[src/rtl/cpu_wb_pipe_cla_adder.sv]
// Pipelined carry-lookahead adder/subtractor for the CPU writeback path.
// Each stage resolves one BLK_WID-bit block and hands its carry to the next stage.
module cpu_wb_pipe_cla_adder #(
   parameter int DATA_WID = 32,
   parameter int BLK_WID  = 8
) (
   input  logic                clk,
   input  logic                rst_n,
   input  logic                flush,
   input  logic                in_valid,
   output logic                in_ready,
   input  logic [DATA_WID-1:0] in1,
   input  logic [DATA_WID-1:0] in2,
   input  logic                carry_in,
   input  logic                sub,
   output logic                out_valid,
   input  logic                out_ready,
   output logic [DATA_WID-1:0] sum,
   output logic                carry_out,
   output logic                overflow
);
   localparam int NUM_STG = DATA_WID / BLK_WID;

   if ((BLK_WID < 1) || (DATA_WID < BLK_WID) || ((DATA_WID % BLK_WID) != 0)) begin : g_bad_cfg
      $error("cpu_wb_pipe_cla_adder: DATA_WID must be a non-zero multiple of BLK_WID");
   end

   // One block of carry lookahead: every carry is formed from the block carry-in
   // through the running group generate/propagate terms. Returns {carry_out, sum}.
   function automatic logic [BLK_WID:0] cla_blk(
      input logic [BLK_WID-1:0] a,
      input logic [BLK_WID-1:0] b,
      input logic               cin
   );
      logic [BLK_WID-1:0] g;
      logic [BLK_WID-1:0] p;
      logic [BLK_WID:0]   c;
      logic               grp_g;
      logic               grp_p;
      g     = a & b;
      p     = a ^ b;
      c     = {(BLK_WID+1){1'b0}};
      c[0]  = cin;
      grp_g = 1'b0;
      grp_p = 1'b1;
      for (int i = 0; i < BLK_WID; i++) begin
         grp_g    = g[i] | (p[i] & grp_g);
         grp_p    = grp_p & p[i];
         c[i+1]   = grp_g | (grp_p & cin);
      end
      return {c[BLK_WID], p ^ c[BLK_WID-1:0]};
   endfunction

   logic                stall_s;
   logic [DATA_WID-1:0] b_eff_s;
   logic                c0_s;

   assign stall_s  = out_valid & ~out_ready;
   assign in_ready = ~stall_s;
   // Subtract is A + ~B + ~borrow_in, so both B and the carry are inverted by sub.
   assign b_eff_s  = in2 ^ {DATA_WID{sub}};
   assign c0_s     = carry_in ^ sub;

   for (genvar k = 0; k < NUM_STG; k++) begin : gen_stg
      localparam int OPN_W   = DATA_WID - k*BLK_WID;
      localparam int SUM_W   = (k+1)*BLK_WID;
      localparam bit IS_LAST = (k == NUM_STG-1);

      logic             prv_vld_s;
      logic [OPN_W-1:0] a_s;
      logic [OPN_W-1:0] b_s;
      logic             cin_s;
      logic [BLK_WID:0] blk_s;
      logic [SUM_W-1:0] sum_nxt_s;
      logic             upd_s;
      logic             vld_r;
      logic [SUM_W-1:0] sum_r;
      logic             cy_r;

      if (k == 0) begin : g_src
         assign prv_vld_s = in_valid;
         assign a_s       = in1;
         assign b_s       = b_eff_s;
         assign cin_s     = c0_s;
         assign sum_nxt_s = blk_s[BLK_WID-1:0];
      end else begin : g_src
         assign prv_vld_s = gen_stg[k-1].vld_r;
         assign a_s       = gen_stg[k-1].g_up.a_r;
         assign b_s       = gen_stg[k-1].g_up.b_r;
         assign cin_s     = gen_stg[k-1].cy_r;
         assign sum_nxt_s = {blk_s[BLK_WID-1:0], gen_stg[k-1].sum_r};
      end

      assign blk_s = cla_blk(a_s[BLK_WID-1:0], b_s[BLK_WID-1:0], cin_s);
      // The last stage is the output register: it only loads when a real bundle arrives.
      assign upd_s = IS_LAST ? (prv_vld_s & ~stall_s & ~flush) : ~stall_s;

      // Stage valid bit: flush wins over stall, bubbles shift when not stalled
      always_ff @(posedge clk or negedge rst_n) begin
         if (!rst_n) begin
            vld_r <= 1'b0;
         end else if (flush) begin
            vld_r <= 1'b0;
         end else if (!stall_s) begin
            vld_r <= prv_vld_s;
         end else begin
            vld_r <= vld_r;
         end
      end

      // Resolved low result bits plus this block's carry-out
      always_ff @(posedge clk or negedge rst_n) begin
         if (!rst_n) begin
            sum_r <= {SUM_W{1'b0}};
            cy_r  <= 1'b0;
         end else if (upd_s) begin
            sum_r <= sum_nxt_s;
            cy_r  <= blk_s[BLK_WID];
         end else begin
            sum_r <= sum_r;
            cy_r  <= cy_r;
         end
      end

      if (!IS_LAST) begin : g_up
         logic [OPN_W-BLK_WID-1:0] a_r;
         logic [OPN_W-BLK_WID-1:0] b_r;

         // Operand bits still waiting for a later stage
         always_ff @(posedge clk or negedge rst_n) begin
            if (!rst_n) begin
               a_r <= {(OPN_W-BLK_WID){1'b0}};
               b_r <= {(OPN_W-BLK_WID){1'b0}};
            end else if (upd_s) begin
               a_r <= a_s[OPN_W-1:BLK_WID];
               b_r <= b_s[OPN_W-1:BLK_WID];
            end else begin
               a_r <= a_r;
               b_r <= b_r;
            end
         end
      end else begin : g_last
         logic ovf_r;

         // Carry into the MSB is recovered as sum ^ a ^ b at that bit
         always_ff @(posedge clk or negedge rst_n) begin
            if (!rst_n) begin
               ovf_r <= 1'b0;
            end else if (upd_s) begin
               ovf_r <= blk_s[BLK_WID] ^ blk_s[BLK_WID-1] ^ a_s[BLK_WID-1] ^ b_s[BLK_WID-1];
            end else begin
               ovf_r <= ovf_r;
            end
         end
      end
   end

   assign out_valid = gen_stg[NUM_STG-1].vld_r;
   assign sum       = gen_stg[NUM_STG-1].sum_r;
   assign carry_out = gen_stg[NUM_STG-1].cy_r;
   assign overflow  = gen_stg[NUM_STG-1].g_last.ovf_r;

endmodule

[config.mk]
export PLATFORM = sky130hd
export DESIGN_NAME = cpu_wb_pipe_cla_adder
export DESIGN_NICKNAME = d
export VERILOG_FILES = /design/src/rtl/cpu_wb_pipe_cla_adder.sv
export SDC_FILE = /design/constraint.sdc
export NUM_CORES = 1
export LEC_CHECK = 0
export CELL_PAD_IN_SITES_DETAIL_PLACEMENT = 1
export CELL_PAD_IN_SITES_GLOBAL_PLACEMENT = 2
export CORE_UTILIZATION = 38
export CTS_BUF_LIST = sky130_fd_sc_hd__clkbuf_2
export CTS_CLUSTER_SIZE = 30
export DETAILED_ROUTE_END_ITERATION = 16
export HOLD_SLACK_MARGIN = 0.06
export PLACE_DENSITY = 0.95
export SLEW_MARGIN = 20
export SYNTH_ARGS = -nofsm -noshare
export SYNTH_HDL_FRONTEND = slang
export SYNTH_SLANG_ARGS = --single-unit
export TNS_END_PERCENT = 50
[constraint.sdc]
create_clock -name clk -period 5.9 [get_ports clk]
set_clock_uncertainty 0.2 [all_clocks]
set_input_delay 1.475 -clock clk [delete_from_list [all_inputs] [get_ports clk]]
set_output_delay 1.475 -clock clk [all_outputs]
set_load 0.1 [all_outputs]
==> results of run 1 <==
-- layout make-up --
type,count,area [µm²]
timing repair buffer,114,1130
sequential,185,4630
clock buffer,20,100
fill,2519,11400
inverter,8,32.5
clock inverter,10,105
antenna,1,2.50
multi-input combinational,678,3480
tap,275,344
-- metal layers --
layer | vias up | global-route usage | wire (µm) | share of wire
met3 | 20 | 0.0338 | 504 | 0.028
met1 | 2950 | 0.228 | 8590 | 0.47
met5 | - | 0 | 0 | 0
met2 | 82 | 0.295 | 8970 | 0.49
li1 | 3078 | - | - | -
met4 | 0 | 0.0601 | 257 | 0.014
-- power groups by stage --
stage | logic (W) | clock network, W | registers (W)
2_1_floorplan | 0.000409 | 0 | 0.00229
3_3_place_gp | 0.00135 | 0 | 0.00171
3_5_place_dp | 0.00138 | 0 | 0.00172
4_1_cts | 0.00138 | 0.000629 | 0.00169
5_1_grt | 0.00147 | 0.000681 | 0.00172
6_report | 0.00137 | 0.000601 | 0.00169
-- Yosys cell counts (2+ instances only) --
| cell type | count | share of area |
|---|---|---|
| o21bai_1 | 2 | 0.0018 |
| nor3_1 | 9 | 0.0054 |
| xnor2_1 | 39 | 0.041 |
| clkbuf_1 | 31 | 0.014 |
| ha_1 | 32 | 0.048 |
| nand2b_1 | 2 | 0.0015 |
| a21oi_1 | 31 | 0.019 |
| dfrtp_1 | 185 | 0.56 |
| a31oi_1 | 3 | 0.0023 |
| nand2_1 | 430 | 0.19 |
| o21ai_0 | 4 | 0.0024 |
| nor2_1 | 30 | 0.014 |
| nand4_1 | 4 | 0.0030 |
| o211a_1 | 2 | 0.0024 |
| a21o_1 | 5 | 0.0045 |
| buf_1 | 2 | 0.00090 |
| o21ai_1 | 40 | 0.024 |
| inv_1 | 7 | 0.0032 |
| xor2_1 | 20 | 0.021 |
| o2111ai_1 | 2 | 0.0021 |
| o211ai_1 | 5 | 0.0045 |
| buf_2 | 11 | 0.0066 |
| nand3b_1 | 2 | 0.0018 |
| fa_1 | 4 | 0.0096 |
-- worst min-delay path by stage --
| stage | startpoint | cells after the start | slack (ns) | end |
|---|---|---|---|---|
| floorplan | gen_stg[0].g_up.a_r[10]$_DFFE_PN0N_ | 2 | 0.24 | gen_stg[0].g_up.a_r[10]$_DFFE_PN0N_ |
| detailed placement | gen_stg[0].sum_r[0]$_DFFE_PN0N_ | 2 | 0.26 | gen_stg[0].sum_r[0]$_DFFE_PN0N_ |
| finish | gen_stg[1].g_up.a_r[15]$_DFFE_PN0N_ | 2 | 0.27 | gen_stg[2].g_up.a_r[7]$_DFFE_PN0N_ |
| global placement | gen_stg[2].sum_r[9]$_DFFE_PN0N_ | 2 | 0.25 | sum[9]$_DFFE_PN0P_ |
| CTS | gen_stg[1].g_up.a_r[15]$_DFFE_PN0N_ | 2 | 0.28 | gen_stg[2].g_up.a_r[7]$_DFFE_PN0N_ |
| global route | gen_stg[0].sum_r[0]$_DFFE_PN0N_ | 2 | 0.32 | gen_stg[0].sum_r[0]$_DFFE_PN0N_ |
-- flip-flops by register name, summed over array words and instances (netlist names) --
register,cells
gen_stg.vld_r,3
overflow,1
gen_stg.sum_r,48
gen_stg.g_up.b_r,48
gen_stg.cy_r,3
gen_stg.g_up.a_r,48
sum,32
carry_out,1
out_valid,1
-- stage by stage --
stage | std cells | utilization | hold slack, ns | total power, W | area [µm²]
floorplan | 916 | - | 0.239 | 0.00270 | 8310
global placement | 1260 | 0.453 | 0.248 | 0.00306 | 9620
detailed placement | 1260 | 0.453 | 0.256 | 0.00310 | 9620
CTS | 1290 | 0.463 | 0.281 | 0.00371 | 9820
global route | 1291 | 0.463 | 0.317 | 0.00387 | 9820
finish | 1291 | 0.463 | 0.274 | 0.00366 | 9820
-- worst max-delay path: stages --
cell,delay (ns)
clkdlybuf4s50_1,0.51
nor2b_4,0.07
inv_4,0.27
buf_4,0.37
-- cell families after synthesis --
kind of cell    share of synthesized area
flops                               0.557
xor+xnor                           0.0641
fa+ha+maj                          0.0578
buf+inv                            0.0260
simple gates                        0.225
mux                               0.00256
compound gates                     0.0673
==> summary.md, run 1 <==
| Metric | Value |
|---|---|
| Run status | finished, final reports clean |
| Kind of critical path | in -> out |
| Sequential cell area fraction in the yosys report | 0.557 |
| Crit share post-route | 0.744 |
| Die height | approximately 150 µm |
| Pre-antenna DRT Iters | 5 |
| Global route overflow | 0 |
| Slew Limit Fails | 0 |
| Number of vias per cell | 4.75 |
| Clock share of power | 0.164 |
| Post-DP HPWL | 12600 µm |
| Nets | 1111 |
| Least-Margin Pin Slew | 1.03 ns |
| Placement Setup Slack | 1.50 ns |
| Vias in the first global route | 6328 |
| Worst min path class | reg -> reg |
| Reg2Reg Depth | 7 |
| VDD IR max | 0.173 mV |
| Setup slack, reg-to-reg | 3.51 ns |
| Crit path time final | roughly 4.4 ns |
| Std cell rows | 53 |
| Max Clock Freq | 228 MHz |
| I/O pins | 107 |
| Seq cells post-synth | roughly 190 |
| Final WS setup | 1.51 ns |
| Clock Tree Buf Depth | 2 |
| Max-cap viol count | 0 |
| Largest net degree at the start of global routing | 173 |
| Distinct cells, synth | 38 |
| Post-synth EDFFs | 0 |
| CP required | ~4.2 ns |
| Synth async-reset ratio | 1.00 |
| Final setup TNS | 0 ns |
| Critical path destination | in_ready |
| RR Endpoint | gen_stg[1].sum_r[13]$_DFFE_PN0N_ |
| Wire per inst | 14.2 µm |
| Relative slew slack | 0.309 |
| Starting density of the core | 0.392 |
| GRT Util Overall | 0.176 |
| Via total after detailed routing | 6130 |
| Post-Syn Area | 8310 µm² |
| Total wire length | 18300 µm |
| CP max FO | 33 |
| Pint | 0.00211 W |
| Commonest non-fill, non-tap cells in the layout | nand2_1 (430), dfrtp_1 (185), clkdlybuf4s50_1 (103) |
| Post-CTS Hold Buffers | 0 |
| CP Launch Type | input port |
| Initial antenna violation count | 1 |
| Pwr dens | 372 nW/µm² |
| Seq pwr share | 0.461 |
| Sw Ratio | 0.422 |
| Setup crit end kind | primary output |
| Post-CTS Repair Setup Buffers | 0 |
| Net switching power | ~0.0015 W |
| Fin. Hold Viols | 0 |
| Syn Nets | 1023 |
| Final ANT Viol Nets | 0 |
| Core Area | 21200 µm² |
| Static Leak | around 4.7 nW |
| Layout cells sized above 1 | 0.0443 |
| Finish-stage setup viols | 0 |
| First-pass GRT wire length | about 30000 µm |
| Commonest non-fill, non-tap cell in the layout | nand2_1 |
| Syn_area_per_cell | 9.08 µm² |
| Clock Latency Late Sink | 0.77 ns |
| Die ar. | 22500 µm² |
| Synth Flop Type | dfrtp_1 |
| DIE WIDTH | 150 µm |
| Initial DRC count | 299 |
| RSZ-0062 raised after global routing | false |
| Worst Setup SP | out_ready |
| Num Clock Sinks | 185 |
| CTS tree | built |
| Routability congestion estimate | 0.779 |
| # port buffers | 106 |
| CTS H-tree lvls | 4 |
| Mapped Cells | 916 |
| Total CTS buffers | 17 |
| RR Startpoint | gen_stg[0].g_up.a_r[0]$_DFFE_PN0N_ |
| Logic gate share of total power | 0.374 |
| Clock Pin Slew Worst Setup and Hold Paths | 0.26 ns |
| WP data arrival | 2.71 ns |
| # DRC | 0 |
| Synth-to-layout area growth | 18.2% |
| Root Buffer | clkbuf_2 |
| Post-CTS Resized | 0 |
| Ys Warns | 0 |
Note: power is estimated with default switching activity, not from simulation.
==> run 2, diff against run 1 <==
--- a/config.mk
+++ b/config.mk
@@ -7,12 +7,12 @@
 export LEC_CHECK = 0
 export CELL_PAD_IN_SITES_DETAIL_PLACEMENT = 1
 export CELL_PAD_IN_SITES_GLOBAL_PLACEMENT = 2
-export CORE_UTILIZATION = 38
+export CORE_UTILIZATION = 32
 export CTS_BUF_LIST = sky130_fd_sc_hd__clkbuf_2
 export CTS_CLUSTER_SIZE = 30
 export DETAILED_ROUTE_END_ITERATION = 16
 export HOLD_SLACK_MARGIN = 0.06
-export PLACE_DENSITY = 0.95
+export PLACE_DENSITY = 0.86
 export SLEW_MARGIN = 20
 export SYNTH_ARGS = -nofsm -noshare
 export SYNTH_HDL_FRONTEND = slang
==> constraint.sdc (replaced) <==
create_clock -name clk -period 3.71 [get_ports clk]
set_clock_uncertainty 0.2 [all_clocks]
set_input_delay 0.9275 -clock clk [delete_from_list [all_inputs] [get_ports clk]]
set_output_delay 0.9275 -clock clk [all_outputs]
set_load 0.1 [all_outputs]
==> summary.md, run 2 (synthesis gave the netlist of run 1 again) <==
| Metric | Value |
|---|---|
| Run status | finished, final reports clean |
| VDD IR max | 0.408 mV (+140%) |
| Std cell rows | 58 (+9.4%) |
| Biggest regs | gen_stg.g_up.a_r x48, gen_stg.g_up.b_r x48, gen_stg.sum_r x48 |
| Setup crit end kind | primary output |
| CP bufs+invs | 3 (unchanged) |
| Final setup TNS | 0 ns (unchanged) |
| Kind of critical path | in -> out |
| Post-CTS Repair Setup Buffers | 0 (unchanged) |
| Clock Tree Buf Depth | 2 (unchanged) |
| Pre-antenna DRT Iters | 4 (-1) |
| Commonest non-fill, non-tap cell in the layout | nand2_1 |
| RSZ-0062 raised after global routing | false |
| Final ANT Viol Nets | 0 (unchanged) |
| Max Clock Freq | approximately 340 MHz |
| First-pass GRT wire length | 31900 µm (+3.5%) |
| CP Launch Type | input port |
| Vias in the first global route | 6349 (+0.33%) |
| CP max FO | 3 (-91%) |
| Slowest-stage cell, CP | clkdlybuf4s50_1 |
| Via total after detailed routing | 6086 (-0.72%) |
| Uppermost layer routed | met4 |
| DIE WIDTH | 163 µm (+8.9%) |
| Clock Latency Late Sink | 0.74 ns (-0.03 ns) |
| I/O pins | 107 (unchanged) |
| Synth-to-layout area growth | 18.9% |
| Relative slew slack | 0.534 (+0.225) |
| Largest net degree at the start of global routing | 153 (-12%) |
| GRT Util Overall | 0.151 (-0.0249) |
| # port buffers | 106 (unchanged) |
| Finish-stage setup viols | 0 (unchanged) |
| Nets | 1114 (+0.27%) |
| Worst min path class | reg -> reg |
| Die height | 163 µm (+8.9%) |
| # DRC | 0 (unchanged) |
| Met1 Wirelength | 8850 µm (+3.1%) |
| Number of vias per cell | 4.50 (-5.1%) |
| Fillers | 2977 (+18%) |
| Least-Margin Pin Slew | 0.698 ns (-0.335 ns) |
| CTS tree | built |
| Final Power | 0.00578 W (+58%) |
| Fin. Hold Viols | 0 (unchanged) |
| Met2 routed WL | 9110 µm (+1.6%) |
| Routability congestion estimate | 0.720 (-7.6%) |
| Wire per inst | 13.8 µm (-2.9%) |
| Crit share post-route | 0.791 |
| Max-cap viol count | 0 (unchanged) |
| Met3 wire length | 463 µm (-8.1%) |
| Worst Setup SP | out_ready |
| Total wire length | 18600 µm (+1.6%) |
| Crit path time final | 2.94 ns |
| CP max stage delay | 0.44 ns (-0.07 ns) |
| Num Clock Sinks | 185 (unchanged) |
| Slew Limit Fails | 0 (unchanged) |
| Layout cells sized above 1 | 0.0814 (+0.0370) |
| CP Cell Sequence | clkdlybuf4s50_1 > nor2b_4 > inv_4 > buf_12 |
| RR Startpoint | gen_stg[1].g_up.a_r[0]$_DFFE_PN0N_ |
| Total CTS buffers | 17 (unchanged) |
| Root Buffer | clkbuf_2 |
| Initial antenna violation count | 1 (unchanged) |
| Hold Crit Start | gen_stg[1].sum_r[5]$_DFFE_PN0N_ |
| Post-DP HPWL | 12900 µm (+2.0%) |
| WP data arrival | 1.81 ns (-0.90 ns) |
| Clock Pin Slew Worst Setup and Hold Paths | 0.29 ns (+0.03 ns) |
| Starting density of the core | 0.328 (-0.0635) |
| Static Leak | 4.73 nW (+1.7%) |
| Core Area | 25300 µm² (+19%) |
| Pwr dens | 585 nW/µm² (+57%) |
| Initial DRC count | 293 (-2.0%) |
| CP required | 2.58 ns (-1.64 ns) |
| Global route overflow | 0 (unchanged) |
| Die ar. | 26600 µm² (+18%) |
| CTS H-tree lvls | 4 (unchanged) |
| CP delay by family, top | buffers and inverters |
| Commonest non-fill, non-tap cells in the layout | nand2_1 (430), dfrtp_1 (185), clkdlybuf4s50_1 (68) |
-- run 2: cell count changes in the layout (fill, tap and decap cells not counted) --
cell             before  now
buf_12                1    5
bufinv_16             2    1
inv_6                 0    3
clkdlybuf4s50_1     103   68
clkinv_1              3    4
clkbuf_2             20   18
clkinv_2              2    0
clkinvlp_4            2    3
dlygate4sd3_1         0    1
clkinv_4              1    2
inv_8                 0    1
buf_4                 8   41
-- run 2: per-layer routing --
layer / GRT usage / vias to the layer above
li1: - / 3091
met1: 0.197 / 2915
met2: 0.254 / 67
met3: 0.0300 / 13
met4: 0.0425 / 0
met5: 0 / -
-- run 2: worst register-to-register path, stage by stage, from the launching register on --
cell and delay (ns):
dfrtp_1 0.48, ha_1 0.31, a21o_1 0.18, a21oi_1 0.34, o211ai_1 0.20, a31oi_1 0.26, xor2_1 0.20, o21ai_1 0.07
-- run 2: final timing paths --
kind,to,slack (ns),depth (start not counted)
max reg2reg,gen_stg[2].sum_r[23]$_DFFE_PN0N_,1.36,7
max in group asynchronous,sum[10]$_DFFE_PN0P_,1.99,3
min in group asynchronous,gen_stg[2].g_up.b_r[6]$_DFFE_PN0N_,0.51,2
max,in_ready,0.77,4
min reg2reg,gen_stg[2].sum_r[5]$_DFFE_PN0N_,0.28,2
min,gen_stg[2].sum_r[5]$_DFFE_PN0N_,0.28,2
-- run 2: stage by stage --
step | setup WS (ns) | cell area [µm²] | instances | utilization | hold slack (ns)
3_5_place_dp | 0.530 | 9660 | 1317 | 0.382 | 0.255
2_1_floorplan | 0.191 | 8310 | 916 | - | 0.239
6_report | 0.775 | 9890 | 1351 | 0.390 | 0.276
3_3_place_gp | 0.582 | 9660 | 1317 | 0.382 | 0.247
4_1_cts | 0.763 | 9890 | 1350 | 0.390 | 0.293
5_1_grt | 0.754 | 9890 | 1351 | 0.390 | 0.322
-- run 2: final cells by class --
type                            count  area [µm²]  share of cell area
Inverter                            8        32.5             0.00329
Antenna cell                        1        2.50            0.000253
Tap cell                          330         413              0.0418
Clock inverter                     14         123              0.0124
Timing Repair Buffer              117        1120               0.113
Multi-Input combinational cell    678        3480               0.352
Sequential cell                   185        4630               0.468
Clock buffer                       18        90.1             0.00911
-- run 2: repair_timing --
action / in CTS / in global routing
setup endpoints to repair: 0 / 0
gates resized for setup: 0 / 0
hold buffers: 1 / 0
hold endpoints to repair: 75 / 0
-- run 2: where the power goes --
group | switching (W) | internal (W) | total, W
registers | 0.000267 | 0.00243 | 0.00269
logic | 0.00153 | 0.000592 | 0.00213
clock network | 0.000712 | 0.000248 | 0.000961
==> edit (settings of run 2) <==
Register the output `overflow`, cleared by the reset; this adds one clock of latency there. The other outputs are not delayed to match.
--- a/src/rtl/cpu_wb_pipe_cla_adder.sv
+++ b/src/rtl/cpu_wb_pipe_cla_adder.sv
@@ -158,7 +158,13 @@
    assign out_valid = gen_stg[NUM_STG-1].vld_r;
    assign sum       = gen_stg[NUM_STG-1].sum_r;
    assign carry_out = gen_stg[NUM_STG-1].cy_r;
-   assign overflow  = gen_stg[NUM_STG-1].g_last.ovf_r;
+   always_ff @(posedge clk or negedge rst_n) begin
+      if (!rst_n) begin
+         overflow <= '0;
+      end else begin
+         overflow <= gen_stg[NUM_STG-1].g_last.ovf_r;
+      end
+   end
 
 endmodule
 
Function: changed (Yosys sat finds a counterexample within 10 cycles, from zero or initial values and one cycle with rst_n low).
==> edit against run 2 <==
  * Synthesized cell count grew 0.11%
  * Synthesized area is 0.30% higher
  * Sequential power about the same
  * Die area increased by 0.30%
  * Setup slack lost 150 ps
  * Count of clock-buffer cells in the layout grew 3
  * Critical endpoint unchanged
  * Wire length is 2.4% higher
  * Power up 4.5%
  * Cell count is 0.30% higher
  * Fmax shrank 4.7%
  * Design area rose by 1.2%
  * Global-route usage rose by 0.19 points
  * Sequential cell count up 1
  * Worst hold slack lost 33 ps
==> edit: results (changes against run 2) <==
[worst_hold_path]
hold_end = overflow$_DFF_PN0_  ; was gen_stg[2].sum_r[5]$_DFFE_PN0N_
whs_path_depth = 0  ; was 2
hold_path_class = register to register  ; unchanged
min_from = gen_stg[3].g_last.ovf_r$_DFFE_PN0P_  ; was gen_stg[1].sum_r[5]$_DFFE_PN0N_

[logic_synthesis]
seq_area_frac_synth = 0.558  ; was 0.557
async_flop_share = 1.00  ; unchanged
synth_common_cells = nand2_1, dfrtp_1, o21ai_1, xnor2_1, ha_1  ; unchanged
yosysWarnings = 0  ; unchanged
synth.distinct_cells = 38  ; unchanged
synth_ff_type = dfrtp_1  ; unchanged
synth.area.top_cells = dfrtp_1, nand2_1, ha_1  ; unchanged
synth_nets = 1024  ; was 1,023

[clocking]
h-tree-depth = 4  ; unchanged
clk_pin_slew_worst_paths_ps = 240  ; was 290 ps
clk_path_buf_depth = 2  ; unchanged
cts_made_buffers = 17  ; unchanged
clk_latency_ps = 750
cts_resized = 0  ; unchanged
cts_root_buf = clkbuf_2  ; unchanged

[power_and_ir_drop]
switchingPower_uw = 2490  ; was 2510 uW
peakVddDrop_uv = 345  ; was 408 uV
leakagePower_uw = 0.00480  ; was 0.00473 uW

[run_status]
status = finished clean  ; unchanged

[flow_run]
cap_violations = 0  ; unchanged

[routing]
drt_iter0_markers = 303  ; was 293
drt-vias-per-instance = 4.53  ; was 4.50
firstDrtPassIters = 4  ; unchanged
wl_per_cell_um = 14.1  ; was 13.8 um

[critical_path]
reg2reg_slack_ps = 1320  ; was 1360 ps
endpoint = in_ready  ; unchanged
crit_path_start = out_ready  ; unchanged
reg2reg_depth = 7  ; unchanged
cp.arrival_ps = 1950  ; was 1810 ps
cp_slowest_cell = clkdlybuf4s50_1  ; unchanged
path_delay_family = buffers and inverters  ; unchanged
r2r-end = gen_stg[1].sum_r[15]$_DFFE_PN0N_  ; was gen_stg[2].sum_r[23]$_DFFE_PN0N_
r2r_start = gen_stg[0].g_up.b_r[0]$_DFFE_PN0N_  ; was gen_stg[1].g_up.a_r[0]$_DFFE_PN0N_
max_stage_delay_ps = 440  ; about the same
path_max_fanout = 9  ; was 3

[grt]
grt_pass1_wl_um = 32100  ; was 31,900 um
grt_pass1_vias = 6399  ; was 6,349
grt_max_degree = 121  ; was 153
track_usage = 0.153  ; was 0.151
antenna_found_initial = 1  ; unchanged

[place]
routabilityCongestion = 0.768  ; was 0.720
hpwl_um = 13200  ; was 12,900 um
port_buffers = 106  ; unchanged

[final_layout]
drive_gt1_frac = 0.0870  ; was 0.0814
reg.largest.list = gen_stg.g_up.a_r (48), gen_stg.g_up.b_r (48), gen_stg.sum_r (48)  ; unchanged
nNetsFinal = 1117  ; was 1,114

[sta]
relSlewSlack = 0.561  ; was 0.534

-- edit: timing repair --
item / in CTS / in global routing
hold buffers: 1 / 0
setup buffers: 0 / 0
hold endpoints to repair: 75 / 0
-- edit: final cells by class --
cell class	instances	area, um^2
clock buffer	21	105
timing repair buffer	119	1120
fill	2993	15400
inverter	8	32.5
clock inverter	11	195
multi-input combinational	678	3480
antenna	2	5.00
sequential	186	4650
tap	330	413
-- edit: cell families (layout without fill, tap and decap cells) --
kind of cell / count (synthesis) / after routing / synth area share
xor gates and xnor gates: 60 / 60 / 0.0639
AOI/OAI and AO/OA: 97 / 97 / 0.0671
adders and majority gates: 36 / 36 / 0.0576
other: 0 / 2 / 0
muxes: 2 / 2 / 0.00255
DFF: 186 / 186 / 0.558
and+or+nand+nor: 483 / 483 / 0.225
buffers and inverters: 53 / 159 / 0.0260
-- edit: power by group through the flow --
stage | Combinational [uW] | Sequential (uW) | Clock, uW
2_1_floorplan | 650 | 3660 | 0
3_3_place_gp | 2130 | 2730 | 0
3_5_place_dp | 2170 | 2750 | 0
4_1_cts | 2180 | 2700 | 1270
5_1_grt | 2310 | 2760 | 1340
6_report | 2140 | 2690 | 1210
-- edit: per-stage QoR --
step	hold slack (ps)	power, uW	instances	setup WS [ps]	cell area, um^2
final	243	6040	1355	629	10000
after floorplan	154	4310	917	191	8340
after global routing	255	6410	1355	601	10000
after CTS	239	6150	1353	614	10000
after global placement	205	4860	1320	587	9690
after detailed placement	201	4910	1320	522	9690
-- edit: routing by layer --
layer | routed length (um) | global-route usage | part of all wire
met4 | 248 | 0.0476 | 0.013
met5 | 0 | 0 | 0
met1 | 8850 | 0.198 | 0.46
met3 | 626 | 0.0300 | 0.033
met2 | 9340 | 0.258 | 0.49
